===== src/rtl/sprite_reg_shadow.sv =====
// Shadow FIFO for display register writes: bus writes are queued and replayed
// to the display register port only during vertical blanking. Define FRAME_COUNT_EN
// to add a 16-bit frame counter readable at 9'h1FE.
module sprite_reg_shadow #(
  parameter int DEPTH = 16,
  parameter int AW    = 9,
  parameter int DW    = 32
) (
  input  logic          clk,
  input  logic          reset_n,
  input  logic          chipselect,
  input  logic          write,
  input  logic          read,
  input  logic [AW-1:0] address,
  input  logic [DW-1:0] writedata,
  output logic [DW-1:0] readdata,
  output logic          waitrequest,
  input  logic          vblank,
  output logic          out_write,
  output logic [AW-1:0] out_address,
  output logic [DW-1:0] out_writedata
);

  localparam int PW = $clog2(DEPTH);
  localparam int CW = PW + 1;
  localparam logic [CW-1:0] FULL_CNT    = CW'(DEPTH);
  localparam logic [AW-1:0] STATUS_ADDR = {AW{1'b1}};
  localparam logic [AW-1:0] FRAME_ADDR  = {{(AW-1){1'b1}}, 1'b0};

  localparam logic [0:0] IDLE  = 1'b0;
  localparam logic [0:0] DRAIN = 1'b1;

  logic [AW+DW-1:0] fifo_mem [DEPTH];

  logic [PW-1:0] wr_ptr_q, wr_ptr_d;
  logic [PW-1:0] rd_ptr_q, rd_ptr_d;
  logic [CW-1:0] count_q, count_d;
  logic [0:0]    state_q, state_d;
  logic          vblank_q;
  logic          out_write_q, out_write_d;
  logic [AW-1:0] out_address_q, out_address_d;
  logic [DW-1:0] out_writedata_q, out_writedata_d;
  logic [DW-1:0] readdata_q, readdata_d;

  logic full, empty, push, pop, vblank_rise;

  assign full        = (count_q == FULL_CNT);
  assign empty       = (count_q == '0);
  assign waitrequest = chipselect & write & full;
  // Writes to the two status addresses never enter the queue.
  assign push        = chipselect & write & ~waitrequest & (address < FRAME_ADDR);
  assign pop         = (state_q == DRAIN) & ~empty & vblank;
  assign vblank_rise = vblank & ~vblank_q;

`ifdef FRAME_COUNT_EN
  logic [15:0] frame_cnt_q, frame_cnt_d;

  always_comb frame_cnt_d = frame_cnt_q + 16'(vblank_rise);

  always_ff @(posedge clk or negedge reset_n) begin
    if (!reset_n) frame_cnt_q <= '0;
    else          frame_cnt_q <= frame_cnt_d;
  end
`endif

  always_comb begin
    // NOTE: every output of this block gets a default first so no latch is inferred.
    wr_ptr_d        = wr_ptr_q + PW'(push);
    rd_ptr_d        = rd_ptr_q + PW'(pop);
    count_d         = count_q;
    state_d         = state_q;
    out_write_d     = pop;
    out_address_d   = out_address_q;
    out_writedata_d = out_writedata_q;
    readdata_d      = '0;

    case ({push, pop})
      2'b10:   count_d = count_q + CW'(1);
      2'b01:   count_d = count_q - CW'(1);
      default: count_d = count_q;
    endcase

    case (state_q)
      IDLE:    if (vblank_rise && !empty) state_d = DRAIN;
      DRAIN:   if (!vblank || count_d == '0) state_d = IDLE;
      default: state_d = IDLE;
    endcase

    if (pop) begin
      {out_address_d, out_writedata_d} = fifo_mem[rd_ptr_q];
    end

    if (chipselect && read) begin
      if (address == STATUS_ADDR) begin
        readdata_d[7:0] = 8'(count_q);
        readdata_d[8]   = full;
        readdata_d[9]   = empty;
        readdata_d[10]  = (state_q == DRAIN);
      end
`ifdef FRAME_COUNT_EN
      else if (address == FRAME_ADDR) begin
        readdata_d[15:0] = frame_cnt_q;
      end
`endif
    end
  end

  // NOTE: the queue storage has no reset; the pointers and count define what is valid.
  always_ff @(posedge clk) begin
    if (push) fifo_mem[wr_ptr_q] <= {address, writedata};
  end

  // NOTE: state is updated with non-blocking assignments so every flop samples pre-edge values.
  always_ff @(posedge clk or negedge reset_n) begin
    if (!reset_n) begin
      wr_ptr_q        <= '0;
      rd_ptr_q        <= '0;
      count_q         <= '0;
      state_q         <= IDLE;
      vblank_q        <= 1'b0;
      out_write_q     <= 1'b0;
      out_address_q   <= '0;
      out_writedata_q <= '0;
      readdata_q      <= '0;
    end else begin
      wr_ptr_q        <= wr_ptr_d;
      rd_ptr_q        <= rd_ptr_d;
      count_q         <= count_d;
      state_q         <= state_d;
      vblank_q        <= vblank;
      out_write_q     <= out_write_d;
      out_address_q   <= out_address_d;
      out_writedata_q <= out_writedata_d;
      readdata_q      <= readdata_d;
    end
  end

  assign out_write     = out_write_q;
  assign out_address   = out_address_q;
  assign out_writedata = out_writedata_q;
  assign readdata      = readdata_q;

endmodule

===== config.mk =====
export PLATFORM = sky130hd
export DESIGN_NAME = sprite_reg_shadow
export DESIGN_NICKNAME = d
export VERILOG_FILES = /design/src/rtl/sprite_reg_shadow.sv
export SDC_FILE = /design/constraint.sdc
export NUM_CORES = 1
export LEC_CHECK = 0
export BUFFER_PORTS_ARGS = -buffer_cell sky130_fd_sc_hd__buf_2
export CORE_MARGIN = 10
export CORE_UTILIZATION = 55
export DETAILED_ROUTE_END_ITERATION = 6
export PLACE_DENSITY = 0.77
export RECOVER_POWER = 25
export SETUP_SLACK_MARGIN = 0.15
export SLEW_MARGIN = 20
export SYNTH_ARGS = -nofsm -noshare
export SYNTH_HDL_FRONTEND = slang
export SYNTH_SLANG_ARGS = --single-unit

===== constraint.sdc =====
create_clock -name clk -period 9.8 [get_ports clk]
set_input_delay 0.98 -clock clk [delete_from_list [all_inputs] [get_ports clk]]
set_output_delay 0.98 -clock clk [all_outputs]
set_load 0.01 [all_outputs]

==> impl_metrics.json <==
{
  "holdCritPathClass": "flip-flop to flip-flop",
  "synth_edf_count": 656,
  "fin_crit_ns": 3.80,
  "die_h_microns": 245,
  "arrival_ns": 4.27,
  "yosysSeqAreaShare_pct": 76.8,
  "syn2layout_area_growth_pct": 12.4,
  "path_clk_slew_ns": 0.05,
  "synth_seq_cells": 721,
  "swShare_pct": 28.5,
  "power.density_nw_per_um2": 273,
  "finClkSkew_ns": 0.0281,
  "nets": 1457,
  "finalSetupViolations": 0,
  "p_leak_uw": 0.0100,
  "groute.usage.overall_pct": 20.5,
  "synth.distinct_cells": 42,
  "dieArea_sq_um": 59900,
  "slowest_stage": "clkbuf_1",
  "p_sw_uw": 2420,
  "period_share_pct": 38.7,
  "utilization_pct": 62.3,
  "cp_max_fo": 17,
  "drive_gt1_share_pct": 27.1,
  "slowest_delay_ns": 0.53,
  "routabilityCongestion": 0.788,
  "pin_count": 122,
  "viasPerCell": 6.27,
  "critical_path.top_delay_family": "simple AND/OR/NAND/NOR gates",
  "synthArstFlopShare_pct": 9.02,
  "sequentialPowerShare_pct": 45.7,
  "firstDrtPassIters": 5,
  "crit_buf_inv": 1,
  "drt-total-wl_microns": 60400,
  "drt_iter0_markers": 1552,
  "cts.sinks": 721,
  "clock_path_buffers": 3,
  "synthCells": 1279,
  "max_slew_margin_pct": 22.6,
  "cts_made_buffers": 71,
  "tns_ns": 0,
  "grt_pass1_vias": 14100,
  "hold_buffers": 0,
  "crit_type": "input pin to flip-flop",
  "timing.critical_path.cells": "clkbuf_1, nand4_1, nor2_1, or3b_2, ha_1, xor2_1, ha_1, a21o_1, a21oi_1, nor4_1, xor2_1, o41a_1",
  "outcome": "complete, no violations",
  "vias": 13400,
  "antenna_found_initial": 1,
  "p_clk_share_pct": 31.2,
  "fmax_ghz": 0.263,
  "total_power_uw": 8510,
  "design.core.area_sq_um": 50100,
  "fill_cells": 3358,
  "ys.flop_type": "edfxtp_1",
  "cts_tree": "built",
  "initial_core_util_pct": 55.4,
  "cts_root_buf": "clkbuf_16",
  "cts_max_level": 3,
  "critPathLaunchType": "input pin",
  "hpwl_microns": 33800,
  "end_kind": "flip-flop",
  "rsz0062_at_grt": "no",
  "worst_pin_slew_ns": 1.13,
  "slew_viol_final": 0,
  "worst_ep_required_time_ns": 10.27,
  "grt_pass1_wl_microns": 91900,
  "drc": 0,
  "max-vdd-ir-drop_mv": 0.287,
  "die_x_microns": 245,
  "p_comb_share_pct": 23.2,
  "num_rows": 82,
  "grt_max_degree": 111,
  "hold_viol": 0,
  "maxCapViolCount": 0,
  "post-cts-setup-buffers": 0,
  "wl_per_cell_microns": 28.3,
  "portBuffers": 97,
  "syn_area_per_cell_sq_um": 21.7,
  "p_int_uw": 6090,
  "synth_warnings": 0,
  "post_cts_resized": 0,
  "grt_overflow_total": 0,
  "postRouteAntennaNets": 0,
  "clock_latency_ns": 0.61,
  "netlist_area_sq_um": 27800
}
==> final cells by class <==
cell class,count,area [sq um],area share (%)
sequential,721,21300,68.4
multi-input combinational,479,6030,19.3
clock buffer,107,2080,6.66
tap,672,841,2.70
timing repair buffer,126,684,2.19
clock inverter,23,208,0.666
inverter,4,15.0,0.0481
antenna,2,5.00,0.0160
==> Yosys cell counts, types with 2 or more instances <==
cell type,instances,share of area (%)
a2111oi_0,35,1.1
a2111oi_2,6,0.32
a211oi_1,37,1.0
a211oi_2,4,0.18
a21oi_1,3,0.054
and2_1,7,0.16
buf_1,7,0.095
buf_2,20,0.36
buf_4,34,0.92
buf_6,9,0.37
clkbuf_1,28,0.38
dfrtp_1,65,5.9
edfxtp_1,656,71
ha_1,7,0.32
inv_1,3,0.041
mux2i_1,42,1.5
mux4_2,164,13
nand2_1,6,0.081
nand2b_1,3,0.068
nand3_1,3,0.054
nand3b_1,2,0.054
nand4_1,3,0.068
nor2_1,58,0.78
nor2b_1,43,0.97
nor3_1,7,0.13
xnor2_1,3,0.095
xor2_1,9,0.28
==> cell usage in the layout, fill, tap and decap left out, drive strengths merged <==
cell type,netlist,layout
edfxtp,656,656
mux4,164,164
clkbuf,28,134
buf,70,99
dfrtp,65,65
nor2,58,58
nor2b,43,43
mux2i,42,42
a211oi,41,41
a2111oi,41,41
conb,1,24
clkinv,0,18
xor2,9,9
ha,7,7
and2,7,7
nor3,7,7
nand2,6,6
inv,4,4
nand3,4,4
nand4,3,3
xnor2,3,3
nand2b,3,3
a21oi,3,3
bufinv,0,3
diode,0,2
nand3b,2,2
clkinvlp,0,2
nor4,2,2
or3b,1,1
and4,1,1
and4b,1,1
a221oi,1,1
o311a,1,1
a21o,1,1
or3,1,1
a31oi,1,1
o21a,1,1
o41a,1,1
==> registers in the layout, summed over array words and instances, names as in the netlist, 4 cells and up <==
signal / cells
readdata: 8
wr_ptr_q: 4
rd_ptr_q: 4
count_q: 5
out_address: 9
out_writedata: 32
fifo_mem: 656
==> path summary, 6_finish.rpt <==
check | from | endpoint | slack [ns] | cells after the start
worst max-delay path | address[5] | state_q | 6.00 | 12
worst min-delay path | count_q[4] | count_q[4] | 0.54 | 1
worst max register to register | count_q[2] | state_q | 6.08 | 12
worst min register to register | count_q[4] | count_q[4] | 0.54 | 1
max in group asynchronous | reset_n | rd_ptr_q[3] | 8.47 | 1
min in group asynchronous | reset_n | readdata[3] | 0.55 | 1
==> power groups by stage <==
stage	Combinational, uW	Clock (uW)	Sequential, uW
3_3_place_gp	1940	0	3940
2_1_floorplan	1510	0	3800
3_5_place_dp	1970	0	3950
4_1_cts	2000	2690	3890
6_report	1970	2650	3890
5_1_grt	2120	2810	3920
==> cell families (layout without fill, tap and decap cells) <==
group | Yosys count | in the layout | synth area share [%]
other cells | 1 | 26 | 0.0135
compound gates | 91 | 91 | 2.85
xor+xnor | 12 | 12 | 0.379
mux | 206 | 206 | 14.8
buf+inv | 102 | 260 | 2.17
simple gates | 139 | 139 | 2.62
fa+ha+maj | 7 | 7 | 0.316
flops | 721 | 721 | 76.8
==> per-stage QoR <==
step                instances  instance area (sq um)  setup WS, ns  hold WS [ns]
finish                   2134                  31200          6.00         0.535
global route             2133                  31200          5.80         0.547
CTS                      2132                  31200          6.07         0.519
detailed placement       2002                  28900          5.72         0.535
global placement         2002                  28900          5.85         0.519
floorplan                1302                  27800          4.51         0.484
==> metal layers <==
| layer | global-route usage, % | up-vias | part of all wire [%] |
|---|---|---|---|
| li1 | - | 5517 | - |
| met1 | 28.2 | 7004 | 40 |
| met2 | 31.2 | 723 | 47 |
| met3 | 5.94 | 136 | 10 |
| met4 | 7.36 | 0 | 3.1 |
| met5 | 0 | - | 0 |
(Power assumes the default switching activity.)
